<file path="src/rtl/servant_sim_monitor_if.sv">
// Signal bundle between the servant SoC bus taps and the sim monitor.
// The master side drives the Wishbone/GPIO taps and pops the trace; the slave is the monitor.
interface servant_sim_monitor_if #(
  parameter int GPIO_W = 1
);
  logic [31:0]       i_wb_adr;
  logic [31:0]       i_wb_dat;
  logic              i_wb_we;
  logic              i_wb_stb;
  logic              i_wb_ack;
  logic [GPIO_W-1:0] i_q;
  logic              i_trace_rd;
  logic [31:0]       o_trace_adr;
  logic              o_trace_vld;
  logic              o_trace_ovf;
  logic [31:0]       o_rd_cnt;
  logic [15:0]       o_tgl_cnt;
  logic              o_done;
  logic              o_pass;
  logic              o_timeout;

  modport master (
    output i_wb_adr, i_wb_dat, i_wb_we, i_wb_stb, i_wb_ack, i_q, i_trace_rd,
    input  o_trace_adr, o_trace_vld, o_trace_ovf, o_rd_cnt, o_tgl_cnt,
           o_done, o_pass, o_timeout
  );
  modport slave (
    input  i_wb_adr, i_wb_dat, i_wb_we, i_wb_stb, i_wb_ack, i_q, i_trace_rd,
    output o_trace_adr, o_trace_vld, o_trace_ovf, o_rd_cnt, o_tgl_cnt,
           o_done, o_pass, o_timeout
  );
endinterface

</file>
<file path="src/rtl/servant_sim_monitor.sv">
// Sim-side monitor for the servant SoC: read-address trace FIFO, read/GPIO-toggle counters,
// halt/pass capture and a reset-relative watchdog. Everything freezes once the test ends.
module servant_sim_monitor #(
  parameter int          TRACE_DEPTH = 16,
  parameter int          WRAP        = 0,
  parameter logic [31:0] HALT_ADR    = 32'h9000_0000,
  parameter int unsigned TIMEOUT     = 0,
  parameter int          GPIO_W      = 1
) (
  input logic                  wb_clk,
  input logic                  wb_rst,
  servant_sim_monitor_if.slave bus
);
  localparam int AW = $clog2(TRACE_DEPTH);
  localparam logic [AW:0] DEPTH_L = (AW+1)'(TRACE_DEPTH);

  logic [31:0]       mem [TRACE_DEPTH];
  logic [AW-1:0]     wr_ptr, rd_ptr;
  logic [AW:0]       occ;
  logic              ovf, done, pass, tmo;
  logic [31:0]       rd_cnt, wd_cnt;
  logic [15:0]       tgl_cnt;
  logic [GPIO_W-1:0] q_r;
  logic              frozen, bus_hit, rd_evt, halt_evt, pop, full, wr_en, rd_adv, wd_hit;

  assign frozen   = done | tmo;
  assign bus_hit  = bus.i_wb_stb & bus.i_wb_ack & ~frozen;
  assign rd_evt   = bus_hit & ~bus.i_wb_we;
  assign halt_evt = bus_hit & bus.i_wb_we & (bus.i_wb_adr == HALT_ADR);
  assign full     = (occ == DEPTH_L);
  assign pop      = bus.i_trace_rd & (occ != '0);
  // A full FIFO still accepts a push if the head leaves this cycle or in overwrite mode.
  assign wr_en    = rd_evt & (~full | pop | (WRAP != 0));
  assign rd_adv   = pop | (rd_evt & full & (WRAP != 0));
  assign wd_hit   = (TIMEOUT != 0) && (wd_cnt == 32'(TIMEOUT - 1));

  always_ff @(posedge wb_clk) begin
    if (wr_en) mem[wr_ptr] <= bus.i_wb_adr;
  end

  always_ff @(posedge wb_clk or posedge wb_rst) begin
    if (wb_rst) begin
      wr_ptr  <= '0;
      rd_ptr  <= '0;
      occ     <= '0;
      ovf     <= 1'b0;
      rd_cnt  <= '0;
      tgl_cnt <= '0;
      q_r     <= '0;
      wd_cnt  <= '0;
      done    <= 1'b0;
      pass    <= 1'b0;
      tmo     <= 1'b0;
    end else begin
      if (wr_en)  wr_ptr <= wr_ptr + 1'b1;
      if (rd_adv) rd_ptr <= rd_ptr + 1'b1;
      if (rd_evt & ~pop & ~full)    occ <= occ + 1'b1;
      else if (pop & ~rd_evt)       occ <= occ - 1'b1;
      if (rd_evt & full & ~pop)     ovf <= 1'b1;
      if (rd_evt && rd_cnt != '1)   rd_cnt <= rd_cnt + 1'b1;
      q_r <= bus.i_q;
      if (~frozen && bus.i_q != q_r && tgl_cnt != '1) tgl_cnt <= tgl_cnt + 1'b1;
      if (~frozen) wd_cnt <= wd_cnt + 1'b1;
      // Halt in the expiry cycle takes priority over the watchdog.
      if (halt_evt) begin
        done <= 1'b1;
        pass <= (bus.i_wb_dat == '0);
      end else if (wd_hit & ~frozen) begin
        tmo <= 1'b1;
      end
    end
  end

  assign bus.o_trace_adr = (occ == '0) ? '0 : mem[rd_ptr];
  assign bus.o_trace_vld = (occ != '0);
  assign bus.o_trace_ovf = ovf;
  assign bus.o_rd_cnt    = rd_cnt;
  assign bus.o_tgl_cnt   = tgl_cnt;
  assign bus.o_done      = done;
  assign bus.o_pass      = pass;
  assign bus.o_timeout   = tmo;
endmodule

</file>
<file path="src/flat_wrapper.sv">
// flat-port wrapper written by rule: the top's interface ports become plain ports
module servant_sim_monitor_flat 
#(
  parameter int          TRACE_DEPTH = 16,
  parameter int          WRAP        = 0,
  parameter logic [31:0] HALT_ADR    = 32'h9000_0000,
  parameter int unsigned TIMEOUT     = 0,
  parameter int          GPIO_W      = 1
)
  (wb_clk, wb_rst, bus_i_wb_adr, bus_i_wb_dat, bus_i_wb_we, bus_i_wb_stb, bus_i_wb_ack, bus_i_q, bus_i_trace_rd, bus_o_trace_adr, bus_o_trace_vld, bus_o_trace_ovf, bus_o_rd_cnt, bus_o_tgl_cnt, bus_o_done, bus_o_pass, bus_o_timeout);
  servant_sim_monitor_if #(.GPIO_W(GPIO_W)) bus_i ();
  input logic wb_clk;
  input logic wb_rst;
  input wire logic [$bits(bus_i.i_wb_adr)-1:0] bus_i_wb_adr;
  input wire logic [$bits(bus_i.i_wb_dat)-1:0] bus_i_wb_dat;
  input wire logic [$bits(bus_i.i_wb_we)-1:0] bus_i_wb_we;
  input wire logic [$bits(bus_i.i_wb_stb)-1:0] bus_i_wb_stb;
  input wire logic [$bits(bus_i.i_wb_ack)-1:0] bus_i_wb_ack;
  input wire logic [$bits(bus_i.i_q)-1:0] bus_i_q;
  input wire logic [$bits(bus_i.i_trace_rd)-1:0] bus_i_trace_rd;
  output wire logic [$bits(bus_i.o_trace_adr)-1:0] bus_o_trace_adr;
  output wire logic [$bits(bus_i.o_trace_vld)-1:0] bus_o_trace_vld;
  output wire logic [$bits(bus_i.o_trace_ovf)-1:0] bus_o_trace_ovf;
  output wire logic [$bits(bus_i.o_rd_cnt)-1:0] bus_o_rd_cnt;
  output wire logic [$bits(bus_i.o_tgl_cnt)-1:0] bus_o_tgl_cnt;
  output wire logic [$bits(bus_i.o_done)-1:0] bus_o_done;
  output wire logic [$bits(bus_i.o_pass)-1:0] bus_o_pass;
  output wire logic [$bits(bus_i.o_timeout)-1:0] bus_o_timeout;
  assign bus_i.i_wb_adr = bus_i_wb_adr;
  assign bus_i.i_wb_dat = bus_i_wb_dat;
  assign bus_i.i_wb_we = bus_i_wb_we;
  assign bus_i.i_wb_stb = bus_i_wb_stb;
  assign bus_i.i_wb_ack = bus_i_wb_ack;
  assign bus_i.i_q = bus_i_q;
  assign bus_i.i_trace_rd = bus_i_trace_rd;
  assign bus_o_trace_adr = bus_i.o_trace_adr;
  assign bus_o_trace_vld = bus_i.o_trace_vld;
  assign bus_o_trace_ovf = bus_i.o_trace_ovf;
  assign bus_o_rd_cnt = bus_i.o_rd_cnt;
  assign bus_o_tgl_cnt = bus_i.o_tgl_cnt;
  assign bus_o_done = bus_i.o_done;
  assign bus_o_pass = bus_i.o_pass;
  assign bus_o_timeout = bus_i.o_timeout;
  servant_sim_monitor #(.TRACE_DEPTH(TRACE_DEPTH), .WRAP(WRAP), .HALT_ADR(HALT_ADR), .TIMEOUT(TIMEOUT), .GPIO_W(GPIO_W)) u_core (.wb_clk(wb_clk), .wb_rst(wb_rst), .bus(bus_i));
endmodule
</file>
<file path="config.mk">
export PLATFORM = sky130hd
export DESIGN_NAME = servant_sim_monitor_flat
export DESIGN_NICKNAME = d
export VERILOG_FILES = /design/src/rtl/servant_sim_monitor_if.sv /design/src/rtl/servant_sim_monitor.sv /design/src/flat_wrapper.sv
export SDC_FILE = /design/constraint.sdc
export NUM_CORES = 1
export LEC_CHECK = 0
export BUFFER_PORTS_ARGS = -buffer_cell sky130_fd_sc_hd__buf_2
export CAP_MARGIN = 20
export CELL_PAD_IN_SITES_DETAIL_PLACEMENT = 1
export CELL_PAD_IN_SITES_GLOBAL_PLACEMENT = 2
export CORE_MARGIN = 4
export CORE_UTILIZATION = 45
export DETAILED_ROUTE_END_ITERATION = 8
export PLACE_DENSITY = 0.73
export SYNTH_ARGS = -nofsm -noshare
export SYNTH_HDL_FRONTEND = slang
export SYNTH_SLANG_ARGS = --single-unit
</file>
<file path="constraint.sdc">
create_clock -name wb_clk -period 6.4 [get_ports wb_clk]
set_clock_uncertainty 0.2 [all_clocks]
set_input_delay 1.28 -clock wb_clk [delete_from_list [all_inputs] [get_ports wb_clk]]
set_output_delay 1.28 -clock wb_clk [all_outputs]
set_load 0.01 [all_outputs]
</file>
==> results of run 1 <==
-- kinds of logic after synthesis --
group / synth area share, %
AO/OA/AOI/OAI: 3.51
XOR/XNOR: 2.09
adder cells (fa/ha/maj): 0.642
buffers and inverters: 1.24
flip-flops: 75.2
multiplexers: 13.2
other: 0.0166
AND/OR/NAND/NOR: 4.15
-- registers in the layout, summed over array words and instances, names as in the netlist --
name	cells
u_core.bus.o_done	1
u_core.bus.o_pass	1
u_core.bus.o_rd_cnt	32
u_core.bus.o_tgl_cnt	16
u_core.bus.o_trace_ovf	1
u_core.mem	512
u_core.occ	5
u_core.q_r	1
u_core.rd_ptr	4
u_core.wr_ptr	4
-- final timing paths --
kind	to	start	slack, ns	cells after the start
min in group asynchronous	u_core.bus.o_tgl_cnt[11]$_DFFE_PP0P_	wb_rst	0.73	3
setup reg to reg	u_core.mem[12][17]$_DFFE_PP_	u_core.bus.o_done$_DFFE_PP0P_	2.99	5
max in group asynchronous	u_core.rd_ptr[0]$_DFFE_PP0P_	wb_rst	4.60	3
setup / recovery	bus_o_trace_adr[0]	u_core.rd_ptr[0]$_DFFE_PP0P_	1.72	5
hold reg to reg	u_core.bus.o_trace_ovf$_DFFE_PP0P_	u_core.bus.o_trace_ovf$_DFFE_PP0P_	0.27	2
hold / removal	u_core.bus.o_trace_ovf$_DFFE_PP0P_	u_core.bus.o_trace_ovf$_DFFE_PP0P_	0.27	2
-- through the flow --
stage / power (uW) / utilization [%] / hold WS, ns / worst slack, ns
final: 10600 / 53.1 / 0.270 / 1.72
after global routing: 11100 / 53.1 / 0.302 / 1.52
after CTS: 10700 / 53.1 / 0.279 / 1.65
after detailed placement: 7440 / 49.4 / 0.265 / 2.10
after global placement: 7430 / 49.4 / 0.257 / 2.12
after floorplan: 6380 / - / 0.290 / 1.37
-- per-layer routing --
layer / vias to the layer above / global-route usage (%) / part of all wire, %
met2: 403 / 33.5 / 49
met4: 0 / 5.40 / 1.9
met5: - / 0 / 0
met1: 6325 / 30.2 / 43
met3: 70 / 3.75 / 6.1
li1: 5006 / - / -
-- worst max-delay path, delay by kind of cell, from the launching register on --
kind / cells / cell delay [ns]
flops: 1 / 0.69
compound gates: 2 / 0.47
buf+inv: 2 / 0.71
mux: 1 / 0.59
-- placed cells by master, fill, tap and decap left out, drive strengths merged, types with 2 or more instances in the layout --
cell / Yosys / final
edfxtp: 512 / 512
clkbuf: 31 / 67
and3: 7 / 7
nor4bb: 2 / 2
o21ai: 3 / 3
a31oi: 3 / 3
nor4: 18 / 18
mux2: 7 / 7
xor2: 11 / 11
buf: 24 / 188
a22oi: 64 / 64
a21oi: 35 / 35
nor4b: 2 / 2
and2: 3 / 3
nand2b: 4 / 4
nand2: 30 / 30
inv: 12 / 14
and4: 6 / 6
nor2b: 3 / 3
nand4: 22 / 22
bufinv: 0 / 5
xnor2: 43 / 43
dfrtp: 65 / 65
nand3: 24 / 24
ha: 10 / 10
nor2: 22 / 22
nor3: 9 / 9
clkinv: 0 / 29
mux4: 128 / 128
-- power groups by stage --
stage,registers (uW),logic [uW],clock network (uW)
finish,4500,2800,3270
global route,4530,3030,3520
CTS,4510,2870,3360
detailed placement,4580,2860,0
global placement,4580,2850,0
floorplan,4450,1930,0
-- area by class of cell --
type	instances	area, um2
clock buffer	67	1510
sequential	577	17000
timing repair buffer	188	1050
antenna	1	2.50
inverter	12	45.0
clock inverter	36	304
fill	4450	23100
tap	664	831
multi-input combinational	473	5470
==> flow_summary_export.csv, run 1 <==
group,metric,value,unit
clock_network,clock_latency,0.61,ns
finish,layout-drive-gt1-share,32.7,%
yosys,yosys_register_bits,577,
yosys,yosys.cell_types.count,60,
yosys,async_reset_ff_share,11.3,%
global_routing,grt_pass1_wl,83.4,mm
power_and_ir_drop,p_clk_share,30.9,%
routing,route.vias.total,11800,
timing,rsz0062_at_grt,"no",
clock_network,cts.sinks,577,
routing,drcViolationCount,0,
critical_path,start_kind,"register",
yosys,synth_common_cells,"512 x edfxtp_1, 128 x mux4_2, 65 x dfrtp_1",
timing,drv_slew,0,
yosys,netlist_instances,1117,
critical_path,crit_chain,"buf_12 > mux4_2 > a22oi_1 > a21oi_1 > buf_2",
timing,period_needed,4.68,ns
power_and_ir_drop,powerDensity,403,nW/um2
die,core_area,49400,um2
job,maxCapViolCount,0,
critical_path,path_max_fanout,76,
yosys,yosys.area.top_type,"edfxtp_1",
global_routing,antenna_found_initial,1,
placed_design,port_buffers,154,
routing,drt-initial-drc-count,1010,
clock_network,numCtsBuffers,57,
critical_path,slowest_stage,"dfrtp_4",
routing,wl,55.8,mm
die,start_util,45.8,%
critical_path,critPathArrivalTime,3.20,ns
yosys,syn_area_per_cell,20.2,um2
clock_network,postCtsSetupRepairBufs,0,
routing,ant_nets,0,
power_and_ir_drop,swShare,29.9,%
global_routing,grt_overflow,0,
finish,area_delta_synth_final,15.9,%
yosys,synth_warnings,0,
clock_network,htree_levels,2,
power_and_ir_drop,leakagePower,0.00886,uW
yosys,yosysSeqAreaShare,75.2,%
die,rows,81,
clock_network,cts_root_buf,"clkbuf_16",
timing,timing.fmax,213,MHz
die,die_w,232,um
routing,detail_route.first_pass.iterations,5,
yosys,synth_most_common_cell,"edfxtp_1",
critical_path,cp-end-kind,"output pin",
power_and_ir_drop,peakVddDrop,244,uV
timing,finalHoldViolations,0,
timing,period_share,73.2,%
yosys,synth_area_leaders,"edfxtp_1 68%, mux4_2 13%, dfrtp_1 7.2%",
critical_path,worst_ep_required_time,4.92,ns
clock_network,hold_buffers,0,
die,dieArea,53900,um2
yosys,synth_fp_nets,1199,
power_and_ir_drop,p_seq_share,42.6,%
yosys,netlist_area,22600,um2
routing,via_per_inst,5.85,
critical_path,path_class,"register to output pin",
critical_path,critical_path.max_stage_delay,0.69,ns
timing,finalSetupViolCount,0,
yosys,synth_flop_cell,"edfxtp_1",
power_and_ir_drop,power.share.combinational,26.5,%
power_and_ir_drop,p_sw,3160,uW
clock_network,cts_tree,"done",
yosys,synth_edf_count,512,
finish,design_area,26200,um2
clock_network,clk_pin_slew,0.06,ns
global_routing,grt_usage,20.9,%
clock_network,clock_path_buffers,3,
outcome,status,"finished, final reports clean",
yosys,synth_top_area_share,68.0,%
worst_hold_path,hold_path_class,"register to register",
placed_design,place_area,24400,um2
die,pin_count,156,
routing,wl_per_cell,27.7,um
finish,nets,1391,
timing,setup-tns-final,0,ns
global_routing,grt_pass1_vias,12500,
die,die_h,232,um
clock_network,cts_resized,0,
power_and_ir_drop,p_int,7410,uW
global_routing,grt_max_degree,77,
finish,final_cells,2018,
placed_design,gp_congestion,0.755,
timing,worstMarginPinSlew,1.05,ns
placed_design,dp_hpwl,33.4,mm
timing,slew_headroom,30.1,%
placed_design,dp.cells,1912,
Power figures use the tool's default switching activity.
==> inputs of run 2 (changes only) <==
CORE_UTILIZATION = 42   (was 45)
PLACE_DENSITY = 0.71   (was 0.73)
clock period = 4.3 ns   (was 6.4 ns; I/O delays follow)
==> run 2 against run 1 <==
  * Final cell count rose by 2.7%
  * Total power rose by 51%
  * First-iteration DRC count fell by 8.7%
  * Clock power rose by 53%
  * Register-to-register slack got worse by 1.8 ns
  * Critical path depth did not move
  * Utilization fell by 2.7 points
  * Highest routed layer unchanged
==> flow_summary_export.csv, run 2 (synthesized netlist as in run 1, its figures left out) <==
group,metric,value,unit
die,pin_count,156,
clock_network,clock_path_buffers,3,
clock_network,hold_buffers,0,
power_and_ir_drop,peakVddDrop,421,uV
critical_path,path_buf_inv,2,
routing,highest_layer,"met4",
global_routing,grt_pass1_vias,12800,
placed_design,dp.cells,1961,
routing,via_per_inst,5.71,
clock_network,clk_pin_slew,0.06,ns
global_routing,grt_overflow,0,
clock_network,cts_resized,0,
die,die_w,240,um
finish,nets,1416,
routing,wl,55.5,mm
critical_path,slowest_stage,"dfrtp_4",
die,start_util,42.7,%
routing,ant_nets,0,
timing,setup_slack,0.298,ns
clock_network,numCtsBuffers,59,
global_routing,grt_pass1_wl,84.0,mm
power_and_ir_drop,leakagePower,0.00905,uW
routing,detail_route.first_pass.iterations,5,
critical_path,critPathArrivalTime,2.94,ns
critical_path,cpLargestDelayFamily,"flip-flops",
timing,hold_slack,0.0394,ns
critical_path,start_kind,"register",
routing,drcViolationCount,0,
finish,area_delta_synth_final,18.0,%
routing,drt-initial-drc-count,922,
die,core_area,53000,um2
critical_path,path_max_fanout,28,
critical_path,cp-end-kind,"output pin",
clock_network,clock_latency,0.61,ns
clock_network,postCtsSetupRepairBufs,0,
clock_network,cts.sinks,577,
timing,slew_headroom,41.5,%
critical_path,crit_chain,"buf_12 > mux4_2 > a22oi_1 > a21oi_1 > buf_2",
power_and_ir_drop,powerDensity,599,nW/um2
clock_network,htree_levels,2,
die,dieArea,57600,um2
global_routing,grt_max_degree,53,
routing,route.met2.wl,27.5,mm
outcome,status,"finished, final reports clean",
finish,largest_register,"u_core.mem",
finish,final_cells,2073,
timing,worstMarginPinSlew,0.878,ns
critical_path,path_class,"register to output pin",
placed_design,port_buffers,154,
finish,largest_register_ffs,512,
timing,drv_slew,0,
clock_network,cts_tree,"done",
timing,finalSetupViolCount,0,
clock_network,cts_root_buf,"clkbuf_16",
placed_design,pre_cts_ws,0.683,ns
routing,wl_met3,3.09,mm
die,die_h,240,um
timing,period_share,93.1,%
placed_design,dp_hpwl,34.2,mm
global_routing,antenna_found_initial,1,
routing,route.vias.total,11800,
finish,layout-drive-gt1-share,34.6,%
timing,finalHoldViolations,0,
critical_path,critical_path.max_stage_delay,0.82,ns
job,maxCapViolCount,0,
routing,wl_per_cell,26.8,um
timing,setup-tns-final,0,ns
placed_design,gp_congestion,0.740,
timing,rsz0062_at_grt,"no",
timing,period_needed,4.00,ns
timing,timing.fmax,250,MHz
finish,layout_common_cells,"512 x edfxtp_1, 154 x buf_2, 128 x mux4_2, 64 x a22oi_1, 63 x dfrtp_1",
finish,mostFrequentLayoutCell,"edfxtp_1",
global_routing,grt_usage,19.6,%
worst_hold_path,hold_path_class,"input pin to asynchronous set/reset pin",
critical_path,worst_ep_required_time,3.24,ns
power_and_ir_drop,power.total,16000,uW
routing,drt-met1-wl,24.1,mm
die,rows,84,
-- run 2: worst paths after layout --
check,start,end,slack [ns],depth (start not counted)
worst max-delay path,u_core.rd_ptr[0]$_DFFE_PP0P_,bus_o_trace_adr[22],0.30,5
max in group asynchronous,wb_rst,u_core.rd_ptr[1]$_DFFE_PP0P_,3.01,3
min in group wb_clk,bus_i_q,u_core.q_r$_DFF_PP0_,0.19,1
worst min register to register,u_core.bus.o_tgl_cnt[15]$_DFFE_PP0P_,u_core.bus.o_tgl_cnt[15]$_DFFE_PP0P_,0.29,1
worst min-delay path,wb_rst,u_core.bus.o_tgl_cnt[11]$_DFFE_PP0P_,0.04,2
worst max register to register,u_core.bus.o_done$_DFFE_PP0P_,u_core.mem[7][3]$_DFFE_PP_,1.15,6
-- run 2: power breakdown --
part / internal, uW / leakage [uW] / switching, uW / total [uW]
registers: 6350 / 0.00545 / 420 / 6770
logic: 2010 / 0.00267 / 2210 / 4220
clock network: 2830 / 0.000923 / 2170 / 4990
total: 11200 / 0.00905 / 4800 / 16000
-- run 2: final cells by class --
cell class	count	area, um2
fill	4896	26300
sequential	577	17000
inverter	12	45.0
clock buffer	64	1500
clock inverter	47	413
antenna	1	2.50
multi-input combinational	473	5500
tap	688	861
timing repair buffer	211	1370
-- run 2: per-stage QoR --
stage / util, % / cell area (um2)
6_report: 50.4 / 26700
5_1_grt: 50.4 / 26700
4_1_cts: 50.4 / 26700
3_5_place_dp: 46.8 / 24800
3_3_place_gp: 46.8 / 24800
2_1_floorplan: - / 22600
-- run 2: metal layers --
layer	GRT usage, %	vias up
met2	32.1	369
met1	28.3	6338
li1	-	5063
met4	4.13	0
met3	3.04	57
met5	0	-
==> inputs of run 3 (changes only) <==
CELL_PAD_IN_SITES_DETAIL_PLACEMENT = 0   (was 1)
==> run 3 against run 2 <==
  * Highest routed layer unchanged
  * The run now ends with antenna rules left
  * Non-clock buffer count unchanged
  * Die area unchanged
  * Count of clock-buffer cells in the layout grew 12
  * Global-route usage down 0.76 points
  * Critical path depth unchanged
  * First-iteration DRC count rose by 16%
  * Sequential share of layout area grew 0.14 points
  * Clock power decreased by 3%
  * Via count decreased by 1.1%
  * Critical path type unchanged
==> flow_summary_export.csv, run 3 (synthesized netlist as in run 1, its figures left out) <==
group,metric,value,unit
finish,mostFrequentLayoutCell,"edfxtp_1",
global_routing,grt_pass1_vias,12300,
power_and_ir_drop,leakagePower,0.00902,uW
critical_path,crit_chain,"buf_12 > mux4_2 > a22oi_1 > a21oi_1 > buf_2",
outcome,status,"finished with violations",
outcome,violations,"antenna rules",
worst_hold_path,hold_path_class,"input pin to asynchronous set/reset pin",
routing,wl,53.7,mm
finish,layout-drive-gt1-share,33.8,%
die,dieArea,57600,um2
critical_path,path_max_fanout,28,
timing,finalSetupViolCount,0,
die,start_util,42.7,%
timing,period_needed,4.00,ns
global_routing,grt_overflow,0,
critical_path,cp.depth,5,
clock_network,clock_latency,0.61,ns
placed_design,place_area,24800,um2
clock_network,hold_buffers,0,
placed_design,gp_congestion,0.740,
finish,design_area,26600,um2
global_routing,grt_max_degree,53,
critical_path,path_buf_inv,2,
critical_path,worstRegToRegCells,6,
placed_design,dp_hpwl,32.4,mm
die,die_w,240,um
placed_design,pre_cts_ws,0.672,ns
critical_path,slowest_stage,"dfrtp_4",
power_and_ir_drop,powerDensity,594,nW/um2
global_routing,antenna_found_initial,1,
critical_path,critical_path.max_stage_delay,0.83,ns
clock_network,cts_root_buf,"clkbuf_16",
routing,detail_route.first_pass.iterations,5,
power_and_ir_drop,peakVddDrop,364,uV
critical_path,start_kind,"register",
global_routing,grt_usage,18.8,%
timing,worstMarginPinSlew,0.908,ns
placed_design,port_buffers,154,
die,rows,84,
die,die_h,240,um
die,pin_count,156,
timing,finalHoldViolations,0,
critical_path,path_class,"register to output pin",
job,maxCapViolCount,0,
clock_network,cts_resized,0,
timing,setup-tns-final,0,ns
critical_path,worst_ep_required_time,3.24,ns
finish,largest_register_ffs,512,
timing,setup_slack,0.304,ns
clock_network,cts.sinks,577,
timing,slew_headroom,39.5,%
timing,timing.fmax,250,MHz
routing,via_per_inst,5.64,
clock_network,clock_path_buffers,3,
finish,area_delta_synth_final,17.8,%
routing,drcViolationCount,0,
critical_path,cpLargestDelayFamily,"flip-flops",
global_routing,grt_pass1_wl,80.4,mm
clock_network,postCtsSetupRepairBufs,0,
timing,rsz0062_at_grt,"no",
routing,wl_per_cell,25.9,um
routing,ant_nets,1,
clock_network,cts_tree,"done",
die,core_area,53000,um2
critical_path,critPathArrivalTime,2.94,ns
clock_network,htree_levels,2,
finish,largest_register,"u_core.mem",
finish,nets,1415,
clock_network,clk_pin_slew,0.06,ns
clock_network,numCtsBuffers,58,
timing,drv_slew,0,
finish,layout_common_cells,"512 x edfxtp_1, 154 x buf_2, 128 x mux4_2, 64 x a22oi_1, 63 x dfrtp_1",
timing,period_share,92.9,%
critical_path,cp-end-kind,"output pin",
routing,drt-initial-drc-count,1067,
routing,route.vias.total,11700,
## run 3: where the power goes
group          switching (uW)  internal [uW]
clock                    2060           2800
combinational            2170           2010
sequential                427           6350
## run 3: layout make-up
cell class                 count  area, um2
fill                        4395      26300
sequential                   577      17000
multi-input combinational    473       5500
clock buffer                  76       1570
timing repair buffer         211       1370
tap                          688        861
clock inverter                30        268
inverter                      12       45.0
antenna                        6       15.0
## run 3: worst paths after layout
path	startpoint	to	slack (ns)
worst max-delay path	u_core.rd_ptr[0]$_DFFE_PP0P_	bus_o_trace_adr[22]	0.30
worst min-delay path	wb_rst	u_core.bus.o_tgl_cnt[11]$_DFFE_PP0P_	0.05
worst max register to register	u_core.bus.o_done$_DFFE_PP0P_	u_core.mem[7][29]$_DFFE_PP_	1.25
worst min register to register	u_core.bus.o_tgl_cnt[7]$_DFFE_PP0P_	u_core.bus.o_tgl_cnt[7]$_DFFE_PP0P_	0.28
max in group asynchronous	wb_rst	u_core.rd_ptr[1]$_DFFE_PP0P_	2.98
min in group wb_clk	bus_i_q	u_core.q_r$_DFF_PP0_	0.19
## run 3: per-layer routing
layer / vias to the layer above / global-route usage [%] / wire (um) / part of all wire [%]
li1: 5050 / - / - / -
met1: 6220 / 27.6 / 23200 / 43
met2: 356 / 30.3 / 26200 / 49
met5: - / 0 / 0 / 0
met3: 65 / 2.84 / 3360 / 6.3
met4: 0 / 4.42 / 959 / 1.8
## run 3: worst register-to-register path, stage by stage, from the launching register on
cell	delay (ns)
dfrtp_1	0.46
nor4bb_2	0.41
buf_4	0.28
o21a_1	0.31
nand2_1	0.31
nor2_4	0.56
buf_12	0.22
## run 3: stage by stage
step                utilization (%)  cells  total power, uW  hold slack, ns
floorplan                         -   1117             9510           0.290
global placement               46.8   1961            11200           0.277
detailed placement             46.8   1961            11200           0.282
CTS                            50.3   2067            16100          0.0272
global route                   50.3   2067            16600          0.0624
finish                         50.3   2073            15800          0.0496
